<file path="config.mk">
export PLATFORM = sky130hd
export DESIGN_NAME = load_store_unit
export DESIGN_NICKNAME = d
export VERILOG_FILES = /design/src/rtl/load_store_unit.sv
export SDC_FILE = /design/constraint.sdc
export NUM_CORES = 1
export LEC_CHECK = 0
export BUFFER_PORTS_ARGS = -buffer_cell sky130_fd_sc_hd__buf_4
export CORE_MARGIN = 2
export CORE_UTILIZATION = 56
export CTS_BUF_LIST = sky130_fd_sc_hd__clkbuf_16
export CTS_CLUSTER_DIAMETER = 200
export DETAILED_ROUTE_END_ITERATION = 10
export GPL_ROUTABILITY_DRIVEN = 0
export HOLD_SLACK_MARGIN = 0.15
export PLACE_DENSITY = 0.86
export SLEW_MARGIN = 10
export SYNTH_ARGS = -nofsm -noshare
export SYNTH_HDL_FRONTEND = slang
export SYNTH_SLANG_ARGS = --single-unit
</file>
<file path="constraint.sdc">
create_clock -name clk -period 4.4 [get_ports clk]
set_clock_uncertainty 0.1 [all_clocks]
set_input_delay 0.44 -clock clk [delete_from_list [all_inputs] [get_ports clk]]
set_output_delay 0.44 -clock clk [all_outputs]
set_load 0.03 [all_outputs]
</file>
<file path="src/rtl/load_store_unit.sv">
// Load/store controller between the CPU datapath and a word-addressed data memory.
// Sub-word stores are read-modify-write; loads return extended data with a one-cycle pulse.
module load_store_unit #(
    parameter int unsigned MEM_WORDS = 256
) (
    input  logic        clk,
    input  logic        rst_n,
    input  logic        req_valid,
    output logic        req_ready,
    input  logic        req_write,
    input  logic [1:0]  req_size,
    input  logic        req_unsigned,
    input  logic [31:0] req_addr,
    input  logic [31:0] req_wdata,
    output logic        resp_valid,
    output logic        resp_error,
    output logic [31:0] resp_rdata,
    output logic        mem_write,
    output logic [31:0] mem_address,
    output logic [31:0] mem_write_data,
    input  logic [31:0] mem_read_data
);

    typedef enum logic [1:0] {StIdle, StAccess, StWrite, StResp} state_t;

    state_t      r_state;
    state_t      w_state_next;
    logic        r_write;
    logic        r_unsigned;
    logic        r_error;
    logic [1:0]  r_size;
    logic [31:0] r_addr;
    logic [31:0] r_wdata;
    logic [31:0] r_rdata;
    logic [31:0] r_merged;

    logic        w_illegal;
    logic [7:0]  w_byte;
    logic [15:0] w_half;
    logic [31:0] w_ext;
    logic [31:0] w_merge;

    always_comb begin
        w_illegal = 1'b0;
        unique case (req_size)
            2'b00:   w_illegal = 1'b0;
            2'b01:   w_illegal = req_addr[0];
            2'b10:   w_illegal = |req_addr[1:0];
            default: w_illegal = 1'b1;
        endcase
        if ({2'b00, req_addr[31:2]} >= MEM_WORDS) begin
            w_illegal = 1'b1;
        end
    end

    // Little-endian lane select from the combinational memory read.
    always_comb begin
        w_byte = mem_read_data[7:0];
        case (r_addr[1:0])
            2'b01:   w_byte = mem_read_data[15:8];
            2'b10:   w_byte = mem_read_data[23:16];
            2'b11:   w_byte = mem_read_data[31:24];
            default: w_byte = mem_read_data[7:0];
        endcase
        w_half = r_addr[1] ? mem_read_data[31:16] : mem_read_data[15:0];
        case (r_size)
            2'b00:   w_ext = r_unsigned ? {24'h0, w_byte} : {{24{w_byte[7]}}, w_byte};
            2'b01:   w_ext = r_unsigned ? {16'h0, w_half} : {{16{w_half[15]}}, w_half};
            default: w_ext = mem_read_data;
        endcase
    end

    always_comb begin
        w_merge = mem_read_data;
        if (r_size == 2'b00) begin
            case (r_addr[1:0])
                2'b01:   w_merge[15:8]  = r_wdata[7:0];
                2'b10:   w_merge[23:16] = r_wdata[7:0];
                2'b11:   w_merge[31:24] = r_wdata[7:0];
                default: w_merge[7:0]   = r_wdata[7:0];
            endcase
        end else if (r_addr[1]) begin
            w_merge[31:16] = r_wdata[15:0];
        end else begin
            w_merge[15:0] = r_wdata[15:0];
        end
    end

    always_ff @(posedge clk) begin
        if (!rst_n) begin
            r_state    <= StIdle;
            r_write    <= 1'b0;
            r_unsigned <= 1'b0;
            r_error    <= 1'b0;
            r_size     <= 2'b00;
            r_addr     <= 32'h0;
            r_wdata    <= 32'h0;
            r_rdata    <= 32'h0;
            r_merged   <= 32'h0;
        end else begin
            r_state <= w_state_next;
            if (r_state == StIdle && req_valid) begin
                r_write    <= req_write;
                r_unsigned <= req_unsigned;
                r_size     <= req_size;
                r_addr     <= req_addr;
                r_wdata    <= req_wdata;
                r_error    <= w_illegal;
                r_rdata    <= 32'h0;
            end
            if (r_state == StAccess) begin
                if (!r_write) begin
                    r_rdata <= w_ext;
                end
                r_merged <= w_merge;
            end
        end
    end

    always_comb begin
        w_state_next   = r_state;
        req_ready      = 1'b0;
        resp_valid     = 1'b0;
        resp_error     = 1'b0;
        resp_rdata     = 32'h0;
        mem_write      = 1'b0;
        mem_address    = 32'h0;
        mem_write_data = 32'h0;
        unique case (r_state)
            StIdle: begin
                req_ready = 1'b1;
                if (req_valid) begin
                    w_state_next = w_illegal ? StResp : StAccess;
                end
            end
            StAccess: begin
                mem_address = {r_addr[31:2], 2'b00};
                if (!r_write) begin
                    w_state_next = StResp;
                end else if (r_size == 2'b10) begin
                    mem_write      = 1'b1;
                    mem_write_data = r_wdata;
                    w_state_next   = StResp;
                end else begin
                    w_state_next = StWrite;
                end
            end
            StWrite: begin
                mem_address    = {r_addr[31:2], 2'b00};
                mem_write      = 1'b1;
                mem_write_data = r_merged;
                w_state_next   = StResp;
            end
            StResp: begin
                resp_valid   = 1'b1;
                resp_error   = r_error;
                resp_rdata   = (r_write || r_error) ? 32'h0 : r_rdata;
                w_state_next = StIdle;
            end
            default: w_state_next = StIdle;
        endcase
    end

endmodule

</file>
; Word level (Yosys, flattened, before mapping)
; Index checks and enable logic that the tools add are counted.
[totals]
reg_bits = 135
input_bits = 103
elab_cells = 63
[op_classes]
n_lt_le_gt_ge = 1
n_eq_ne = 11
muxes = 34
n_reduce_logical = 8
[op_table]
columns = op, n
row1 = $mux 32, 11
row2 = $pmux 32 s2, 2
row3 = $mux 16, 3
row4 = $mux 8, 4
row5 = $ge 30x9->1 const B, 1
row6 = $pmux 8 s3, 1
row7 = $eq 2x2->1 const B, 6
row8 = $eq 2x1->1 const B, 4
row9 = $mux 1, 8
row10 = $pmux 2 s4, 1
row11 = $logic_not 2->1, 3
row12 = $mux 2, 2
row13 = $reduce_or 2->1, 2
row14 = $pmux 1 s3, 1
row15 = $reduce_or 3->1, 1
row16 = $ne 2x2->1 const B, 1
row17 = $pmux 1 s2, 1
row18 = $logic_and 1x1->1, 1
row19 = $logic_or 1x1->1, 1

; Longest topological paths before layout
; Gate-level depths: netlist of the first run.
[logic_depth]
ltp_word = 6
ltp_mapped = 7
ltp_nobuf = 6

; Least setup slack after synthesis of the first run
; OpenSTA, ideal clock, no wires.
[synth_timing]
kind = reg-to-output
startpoint = register r_state[1]
endpoint = output port mem_write_data[12]
arrival_time_ps = 1747
required_time_ps = 3860
slack_ps = 2113
path_stages_with_launch = 8
n_path_buf = 1
path_cell_list = dfxtp_1 -> inv_1 -> ha_1 -> nand2_1 -> nor3_2 -> clkbuf_1 -> a22oi_1 -> nor2b_1
[synth_via]
elab_chain_len = 2
[synth_lines]
columns = element, line
row1 = from (decl), 26  ; state_t r_state;
row2 = from (signal assigned), 91  ; r_state <= StIdle;
row3 = from (signal assigned), 101  ; r_state <= w_state_next;
row4 = $eq 2x2->1 / $eq 2x1->1 (equally long branches), 129  ; unique case (r_state)
row5 = $pmux 32 s2 (*), 129
row6 = to (decl), 20  ; output logic [31:0] mem_write_data,
; Mark *: on every way between the ends. The rest lies on a longest branch, timed or not.

; Final worst setup path of the first run
[layout_timing]
startpoint = register r_state[1]
endpoint = output port mem_write_data[30]
; Same word-level chain as after synthesis.

==> results.md, run 1 <==
* Multi-input gate area at 0.00366 mm2
* Top-level I/O count at 203
* Post-synthesis sequential area ratio at 40.3%
* Antenna Nets Post-Route at 0
* Final setup vio count at 0
* Initial antenna violation count at 0
* Post-CTS Setup Inserts at 0
* Hold_sp: req_addr[3]
* Clk pwr share at ~28%
* Fin. max-slew vios at 0
* Fmax at 316 MHz
* Async S/R FF share, synth at 0%
* Critical register-to-register path startpoint: r_state[1]
* CORE AREA at approximately 0.012 mm2
* GRT overflow at 0
* First-pass GRT wire length at 31800 um
* Final-layout fill cell count at 873
* Mapped cell area at 0.00670 mm2
* Critical Path Start Type: register
* Port-buffer cells at 200
* Max Cap Viol at 0
* Via count at slightly below 7000
* Cells on worst reg2reg path at 6
* Share of the synthesized area in the top cell type at 40.3%
* Worst-Margin Slew at 1.07 ns
* HPWL after DPL at 13900 um
* Crit path buf inv count at 4
* CP Cell Sequence: inv_1, ha_2, buf_4, nand2_1, nor3_4, buf_4, a22oi_1, nor2b_1, buf_4
* Hold path endpoint: r_addr[3]
* Nets@finish at 1100
* Pre-Repair DR Iteration Count at 6
* Max H-tree Level at 4
* DR WL/cell at 17.6 um
* Most used cell, CP: buf_4
* Initial Util at a little under 60%
* Final worst-path cycle share at 71.9%
* Clk_lat worst skew at 0.42 ns
* P&R area growth vs syn at 30.6%
* Post_cts resized at 0
* Distinct cells, synth at 47
* Syn_area_per_cell at ~8 um2
* CTS max path bufs at 2
* Ranking of synthesized cells by area: dfxtp_1 40%, a21oi_1 10%, nand2_1 9.2%
* Worst VDD drop at 0.427 mV
* P_leak at 3.59 nW
* Post-synth EDFFs at 0
* WP data arrival at 2.62 ns
* Drt first-iter violations at 837
* Worst Path Required at approximately 3.9 ns
* Period minus WS final at ~3.2 ns
* Fin Hold WS at 0.163 ns
* CTS clk-pin slew, worst paths at roughly 0.060 ns
* Yosys warns at 0
* RSZ-0062 raised after global routing: false
* Vias in the first global route at 6216
* Reg2reg end: r_rdata[16]
* Routed wire length at 20200 um
* Synth top cells by count: 164 x nand2_1, 137 x a21oi_1, 135 x dfxtp_1
* Synthesized instance count at 845
* Die height at around 110 um
* Hold WC Path Type: in -> reg
* Setup CP Type: reg -> out
* Outcome: finished, final reports clean
* Comb power frac at 37.2%
* TritonCTS Buffers at 17
* Ant diodes at 0
* Synth Register Bits at 135
* Ys flop type: dfxtp_1
* Most frequent cell after synthesis: nand2_1
* Int Pwr at 3.28 mW
* Slew margin rel. at about 29%
* Total Die Area at between 0.01 and 0.015 mm2
* Sw Ratio at 37.9%
* Crit. End Element: output pin
* Final Hold Vio Count at 0
* Hold-critical path depth at 3
* Flop pwr share at 34.5%
* Vias per inst at 5.97
* Slowest CP cell: buf_4
* Gr usage total at 31.3%
* Largest net degree at the start of global routing at 102
* Max stage delay on crit path at roughly 0.46 ns
* Power Density at between 600 and 700 mW/mm2
* # DRC at 0
* Die X at roughly 110 um
* Worst-path maximum fanout at 68
* Flop2flop setup slack at between 1.5 and 2 ns
* Post-synth top area cell: dfxtp_1
* Root buffer cell: clkbuf_16
* Rows at 39
* CTS tree: yes
* Layout cells sized above 1 at a little over a quarter
* CTS sink cnt at 135
* Hold_buf cts at 0
* Seq. cell area at 0.00270 mm2
* CP top delay family: buffers and inverters
* Post-route setup TNS at 0 ns
* Psw at 2.00 mW
==> power by group through the flow <==
| stage | Combinational (mW) | Clock [mW] | Sequential, mW |
|---|---|---|---|
| finish | 1.96 | 1.50 | 1.82 |
| global route | 2.17 | 1.56 | 1.85 |
| CTS | 1.95 | 1.50 | 1.81 |
| detailed placement | 1.93 | 0 | 1.83 |
| global placement | 1.90 | 0 | 1.83 |
| floorplan | 1.50 | 0 | 1.72 |
==> through the flow <==
step           instances  utilization [%]  total power, mW  cell area [um2]  worst slack, ns
2_1_floorplan        846                -             3.21             6710             2.11
3_3_place_gp        1117             70.4             3.73             8140             1.79
3_5_place_dp        1117             70.4             3.77             8140             1.69
4_1_cts             1149             75.7             5.27             8760             1.24
5_1_grt             1149             75.7             5.58             8760            0.995
6_report            1149             75.7             5.28             8760             1.24
==> kinds of logic after synthesis <==
group	after synthesis	synth area share [%]
AO/OA/AOI/OAI	299	28.0
buffers and inverters	87	5.49
multiplexers	25	3.77
flip-flops	135	40.3
adder cells (fa/ha/maj)	4	0.747
AND/OR/NAND/NOR	294	21.6
other	1	0.0559
==> tightest hold or removal path, cell delays in order <==
cell and delay (ns):
buf_4 0.11, nand2_1 0.04, a21oi_1 0.05
==> worst max path at each step <==
stage                           from                 end  slack, ns  cells past startpoint
final                     r_state[1]  mem_write_data[30]       1.24                      9
after global routing      r_state[0]  mem_write_data[31]       0.99                      8
after CTS                 r_state[1]  mem_write_data[14]       1.24                      9
after detailed placement  r_state[1]  mem_write_data[30]       1.69                      9
after global placement    r_state[1]   mem_write_data[9]       1.79                      9
after floorplan           r_state[1]  mem_write_data[12]       2.11                      7
==> metal layers <==
layer	vias to the layer above	share of wire [%]	global-route usage, %
li1	3261	-	-
met1	3149	40	41.3
met2	396	46	49.0
met3	58	10	8.98
met4	0	3.0	11.7
met5	-	0	0
==> state kept, by name, summed over array words and instances, names as in the netlist <==
name,cells
r_addr,32
r_error,1
r_merged,32
r_rdata,32
r_size,2
r_state,2
r_unsigned,1
r_wdata,32
r_write,1
==> cell usage in the layout, fill, tap and decap left out, types with 2 or more instances in the layout <==
| cell type | netlist | layout |
|---|---|---|
| a22o_1 | 15 | 15 |
| nor3b_1 | 6 | 5 |
| nor2b_1 | 36 | 35 |
| inv_1 | 5 | 7 |
| nand2_1 | 164 | 163 |
| clkinv_2 | 0 | 5 |
| clkbuf_16 | 0 | 17 |
| a21oi_2 | 2 | 2 |
| ha_1 | 4 | 3 |
| a21oi_1 | 137 | 137 |
| a211oi_2 | 12 | 12 |
| a22oi_1 | 51 | 51 |
| mux2_2 | 2 | 2 |
| dfxtp_1 | 135 | 135 |
| nor3b_2 | 1 | 2 |
| o21a_1 | 2 | 2 |
| a31oi_1 | 7 | 7 |
| nand2b_1 | 2 | 2 |
| nor2_1 | 4 | 4 |
| buf_4 | 5 | 210 |
| nor3_1 | 3 | 3 |
| and2_1 | 64 | 63 |
| o221ai_1 | 4 | 4 |
| clkinv_1 | 0 | 3 |
| o21ai_0 | 45 | 45 |
| a211oi_1 | 15 | 15 |
| bufinv_16 | 0 | 5 |
| mux2i_1 | 23 | 23 |
| nand2_4 | 1 | 2 |
| a222oi_1 | 2 | 2 |
| nor4_1 | 5 | 5 |
| nand4_1 | 2 | 2 |
| conb_1 | 1 | 2 |
==> layout make-up <==
type / count / share of cell area (%)
flip-flops and latches: 135 / 30.9
repair buffers: 210 / 18.0
well taps: 143 / 2.04
clock inverters: 15 / 2.20
multi-input cells: 624 / 41.8
inverters: 5 / 0.229
clock buffers: 17 / 4.86
Note: power is estimated with default switching activity, not from simulation.
==> inputs of run 2 (changes only) <==
CORE_UTILIZATION = 52   (was 56)
PLACE_DENSITY = 0.81   (was 0.86)
clock period = 3 ns   (was 4.4 ns; I/O delays follow)
==> results.md, run 2 (synthesis results as in run 1) <==
* Outcome: finished, final reports clean
* Crit. End Element: output pin
* Critical register-to-register path startpoint: r_state[1]
* Die X at 118 um (+3.6%)
* Number of instances in the placed design at 1152 (+3.1%)
* Clk_lat worst skew at 0.43 ns (about the same)
* Pre-Repair DR Iteration Count at 7 (+1)
* Antenna Nets Post-Route at 0 (unchanged)
* Via count at 7462 (+8.7%)
* DR WL/cell at 18.5 um (+5.2%)
* Multi-input gate area at 0.00366 mm2 (unchanged)
* Fmax at 358 MHz
* CTS max path bufs at 2 (unchanged)
* Dpl ws at 0.746 ns (-0.945 ns)
* GRT overflow at 0 (unchanged)
* Critical Path Start Type: register
* Hold path endpoint: r_rdata[15]
* # DRC at 0 (unchanged)
* Leading cell types in the layout, fill and taps excluded: 214 x buf_4, 163 x nand2_1, 137 x a21oi_1
* Largest net degree at the start of global routing at 68 (-33%)
* Final worst-path cycle share at 93.2%
* CTS tree: yes
* Hold_sp: mem_read_data[15]
* Seq. cell area at 0.00270 mm2 (unchanged)
* Cells on worst reg2reg path at 6 (unchanged)
* Slew margin rel. at 46.5% (+18 points)
* Initial antenna violation count at 0 (unchanged)
* Flop2flop setup slack at 0.64 ns (-1.08 ns)
* Reg2reg end: r_rdata[9]
* CORE AREA at 0.0126 mm2 (+9.1%)
* First-pass GRT wire length at 37300 um (+17%)
* Max H-tree Level at 4 (unchanged)
* Setup CP Type: reg -> out
* Worst-Margin Slew at 0.801 ns (-0.269 ns)
* CTS clk-pin slew, worst paths at 0.06 ns (about the same)
* TritonCTS Buffers at 17 (unchanged)
* Hold-critical path depth at 3 (unchanged)
* Core Util, Final at 77.9% (+2.2 points)
* RSZ-0062 raised after global routing: false
* Period minus WS final at 2.80 ns
* Final setup vio count at 0 (unchanged)
* Fin. max-slew vios at 0 (unchanged)
* Post-route setup TNS at 0 ns (unchanged)
* Post-route insts no fill at 1284 (+12%)
* Nets@finish at 1206 (+9.6%)
* Root buffer cell: clkbuf_16
* P_leak at 3.99 nW (+11%)
* Vias in the first global route at 7223 (+16%)
* CTS sink cnt at 135 (unchanged)
* Top-level I/O count at 203 (unchanged)
* Final-layout fill cell count at 852 (-2.4%)
* Rows at 41 (+5.1%)
* CP startpoint: r_size[1]
* Drt first-iter violations at 710 (-15%)
* Die height at 118 um (+3.6%)
* Post-CTS Setup Inserts at 0 (unchanged)
* Gr usage total at 33.5% (+2.2 points)
* WP data arrival at 2.40 ns (-0.22 ns)
* Post_cts resized at 0 (unchanged)
* Power Density at 802 mW/mm2 (+33%)
* Routed wire length at 23800 um (+18%)
* Hold WC Path Type: in -> reg
* Vias per inst at 5.81 (-2.7%)
* Layout cells sized above 1 at 24.8% (-1.5 points)
* Worst Path Required at 2.60 ns (-1.26 ns)
* Final Cell Area at 0.00983 mm2 (+12%)
* P&R area growth vs syn at 46.6%
* Port-buffer cells at 200 (unchanged)
* Initial Util at 53.1% (-4.8 points)
* Final Worst Setup Slack at 0.203 ns (-1.03 ns)
* Post-DP Area at 0.00825 mm2 (+1.3%)
* Ant diodes at 0 (unchanged)
* Total Die Area at 0.0138 mm2 (+7.4%)
* Worst-path maximum fanout at 33 (-51%)
* HPWL after DPL at 14400 um (+3.2%)
* Worst VDD drop at 0.514 mV (+20%)
* Max Cap Viol at 0 (unchanged)
* Final Hold Vio Count at 0 (unchanged)
* Most common cell after layout, fill and taps aside: buf_4
==> run 2: cell types whose count changed in the layout (fill, tap and decap cells not counted), sizes merged <==
cell / change
dlygate4sd3: +100
buf: +6
bufinv: -3
clkinv: -4
clkinvlp: +7
==> run 2: metrics by stage <==
stage | total power [mW] | hold WS (ns)
after floorplan | 4.71 | 0.332
after global routing | 8.26 | 0.207
after global placement | 5.59 | 0.337
after CTS | 7.77 | 0.160
after detailed placement | 5.63 | 0.342
final | 7.88 | 0.171
==> run 2: final cells by class <==
class                      count  area share, %
timing repair buffer         316           26.9
tap                          172           2.19
sequential                   135           27.5
multi-input combinational    624           37.3
inverter                       5          0.204
clock buffer                  17           4.33
clock inverter                15           1.59
==> run 2: layer usage <==
metal | vias up | global-route usage [%] | wire length [um]
met1 | 3476 | 40.7 | 9460
met2 | 430 | 55.7 | 11400
met3 | 89 | 8.04 | 2010
met5 | - | 0 | 0
met4 | 0 | 16.3 | 975
li1 | 3467 | - | -
==> run 2: how the worst max path moves through the flow <==
| stage | cells after the start | end |
|---|---|---|
| floorplan | 7 | mem_write_data[12] |
| global placement | 7 | r_rdata[31] |
| detailed placement | 7 | r_rdata[31] |
| CTS | 6 | mem_write_data[1] |
| global route | 6 | mem_write_data[14] |
| finish | 6 | mem_write_data[14] |
==> run 2: what timing repair did <==
item	CTS	global route
hold buffers	100	0
setup endpoints to repair	0	0
endpoints found under the hold margin	106	0
==> run 2: worst max-delay path, cell delays in order, from the launching register on <==
cell	delay, ns
dfxtp_1	0.63
inv_1	0.20
nor3_4	0.21
buf_4	0.37
a22oi_1	0.14
nor2b_1	0.21
buf_4	0.20
==> run 2: report_power, final <==
| part | total [mW] | switching (mW) | internal (mW) |
|---|---|---|---|
| combinational | 3.15 | 1.94 | 1.22 |
| sequential | 2.68 | 0.376 | 2.30 |
| clock | 2.05 | 0.831 | 1.22 |
| total | 7.88 | 3.14 | 4.74 |
==> inputs of run 3 (changes only) <==
REMOVE_ABC_BUFFERS = 1   (was not set)
==> results.md, run 3 (synthesis results as in run 1) <==
* P_leak at 4.00 nW (about the same)
* Total Die Area at 0.0138 mm2 (unchanged)
* Flop pwr share at 33.9% (about the same)
* Ant diodes at 0 (unchanged)
* Gr usage total at 30.8% (-2.7 points)
* GRT overflow at 0 (unchanged)
* Post-route insts no fill at 1284 (unchanged)
* Fin Hold WS at 0.181 ns (+0.0106 ns)
* Worst-path maximum fanout at 20 (-39%)
* Via count at 7142 (-4.3%)
* Pre-Repair DR Iteration Count at 5 (-2)
* Int Pwr at 4.72 mW (-0.32%)
* Final Cell Area at 0.00981 mm2 (-0.24%)
* CTS tree: yes
* Fmax at 394 MHz (+10%)
* TritonCTS Buffers at 17 (unchanged)
* Initial antenna violation count at 0 (unchanged)
* WP data arrival at 2.14 ns (-0.26 ns)
* DR WL/cell at 16.9 um (-9.1%)
* Drt first-iter violations at 622 (-12%)
* Crit. End Element: output pin
* HPWL after DPL at 13300 um (-7.1%)
* Leading cell types in the layout, fill and taps excluded: 213 x buf_4, 163 x nand2_1, 137 x a21oi_1
* Worst VDD drop at 0.507 mV (-1.4%)
* Post-DP Area at 0.00826 mm2 (+0.18%)
* CTS clk-pin slew, worst paths at 0.06 ns (about the same)
* Die height at 118 um (unchanged)
* Most used cell, CP: buf_4
* Die X at 118 um (unchanged)
* Final Hold Vio Count at 0 (unchanged)
* Slew margin rel. at 46.3% (-0.22 points)
* Max H-tree Level at 4 (unchanged)
* P&R area growth vs syn at 46.3%
* Worst Path Required at 2.60 ns (about the same)
* CORE AREA at 0.0126 mm2 (unchanged)
* Fin. max-slew vios at 0 (unchanged)
* Final Worst Setup Slack at 0.464 ns (+0.261 ns)
* Vias in the first global route at 6977 (-3.4%)
* Nets@finish at 1206 (unchanged)
* Core Util, Final at 77.7% (-0.19 points)
* Sw Ratio at 38.5% (-1.4 points)
* Dpl ws at 0.897 ns (+0.152 ns)
* Largest net degree at the start of global routing at 63 (-7.4%)
* Final worst-path cycle share at 84.5% (-8.7 points)
* Crit path buf inv count at 3 (unchanged)
* Clk_lat worst skew at 0.42 ns (about the same)
* RSZ-0062 raised after global routing: false
* CP Cell Sequence: inv_1, ha_2, nand2_1, nor3_4, buf_4, a22oi_1, nor2b_1, buf_4
* Port-buffer cells at 200 (unchanged)
* Post_cts resized at 0 (unchanged)
* Worst-Margin Slew at 0.802 ns (+0.000943 ns)
* Comb power frac at 40.8% (+0.8 points)
* CTS sink cnt at 135 (unchanged)
* Hold WC Path Type: in -> reg
* Setup CP Type: reg -> out
* Root buffer cell: clkbuf_16
* CTS max path bufs at 2 (unchanged)
* Rows at 41 (unchanged)
* Routed wire length at 21600 um (-9.1%)
* Number of instances in the placed design at 1152 (unchanged)
* CP top delay family: buffers and inverters
* Clk pwr share at 25.2% (-0.9 points)
* Hold_buf cts at 100 (unchanged)
* Period minus WS final at 2.54 ns (-0.261 ns)
* Outcome: finished, final reports clean
* Psw at 2.96 mW (-5.9%)
* Antenna Nets Post-Route at 0 (unchanged)
* Most common cell after layout, fill and taps aside: buf_4
* Slowest CP cell: dfxtp_1
* Vias per inst at 5.56 (-4.3%)
* Layout cells sized above 1 at 24.3% (-0.54 points)
* # DRC at 0 (unchanged)
* Post-CTS Setup Inserts at 0 (unchanged)
* Top-level I/O count at 203 (unchanged)
* Final setup vio count at 0 (unchanged)
* First-pass GRT wire length at 35000 um (-6.1%)
* Critical Path Start Type: register
* Initial Util at 53.1% (unchanged)
* Max Cap Viol at 0 (unchanged)
* Max stage delay on crit path at 0.34 ns (-0.29 ns)
* Power Density at 783 mW/mm2 (-2.3%)
## run 3: final cells by class
type / instances / area, um2
fill: 911 / 2810
timing repair buffer: 316 / 2660
multi-input combinational: 624 / 3660
sequential: 135 / 2700
inverter: 5 / 20.0
tap: 172 / 215
clock buffer: 17 / 425
clock inverter: 15 / 118
## run 3: power by group through the flow
stage,registers [mW],logic [mW],clock network [mW]
after global placement,2.62,2.93,0
after detailed placement,2.63,2.98,0
after CTS,2.59,3.10,1.95
after global routing,2.66,3.42,2.04
final,2.61,3.14,1.94
after floorplan,2.56,1.99,0
## run 3: worst paths after layout
path	startpoint	to	slack, ns	depth (start not counted)
setup / recovery	r_state[1]	mem_write_data[8]	0.46	8
hold / removal	mem_read_data[15]	r_rdata[15]	0.18	3
setup reg to reg	r_size[0]	r_rdata[2]	0.95	4
hold reg to reg	r_addr[28]	r_addr[28]	0.35	2
## run 3: worst register-to-register path: cells and delay by family (launching register included)
kind,cells,cell delay (ns)
flops,1,0.52
compound gates,3,0.77
simple gates,1,0.53
## run 3: layer usage
layer / vias to the layer above / global-route usage (%) / share of wire (%)
met3: 34 / 6.88 / 7.0
li1: 3454 / - / -
met2: 309 / 52.4 / 50
met4: 0 / 9.64 / 1.5
met5: - / 0 / 0
met1: 3345 / 38.9 / 42
## run 3: per-stage QoR
| step | TNS [ns] | power [mW] |
|---|---|---|
| finish | 0 | 7.68 |
| global route | 0 | 8.12 |
| floorplan | -29.31 | 4.55 |
| global placement | 0 | 5.55 |
| detailed placement | 0 | 5.61 |
| CTS | 0 | 7.64 |
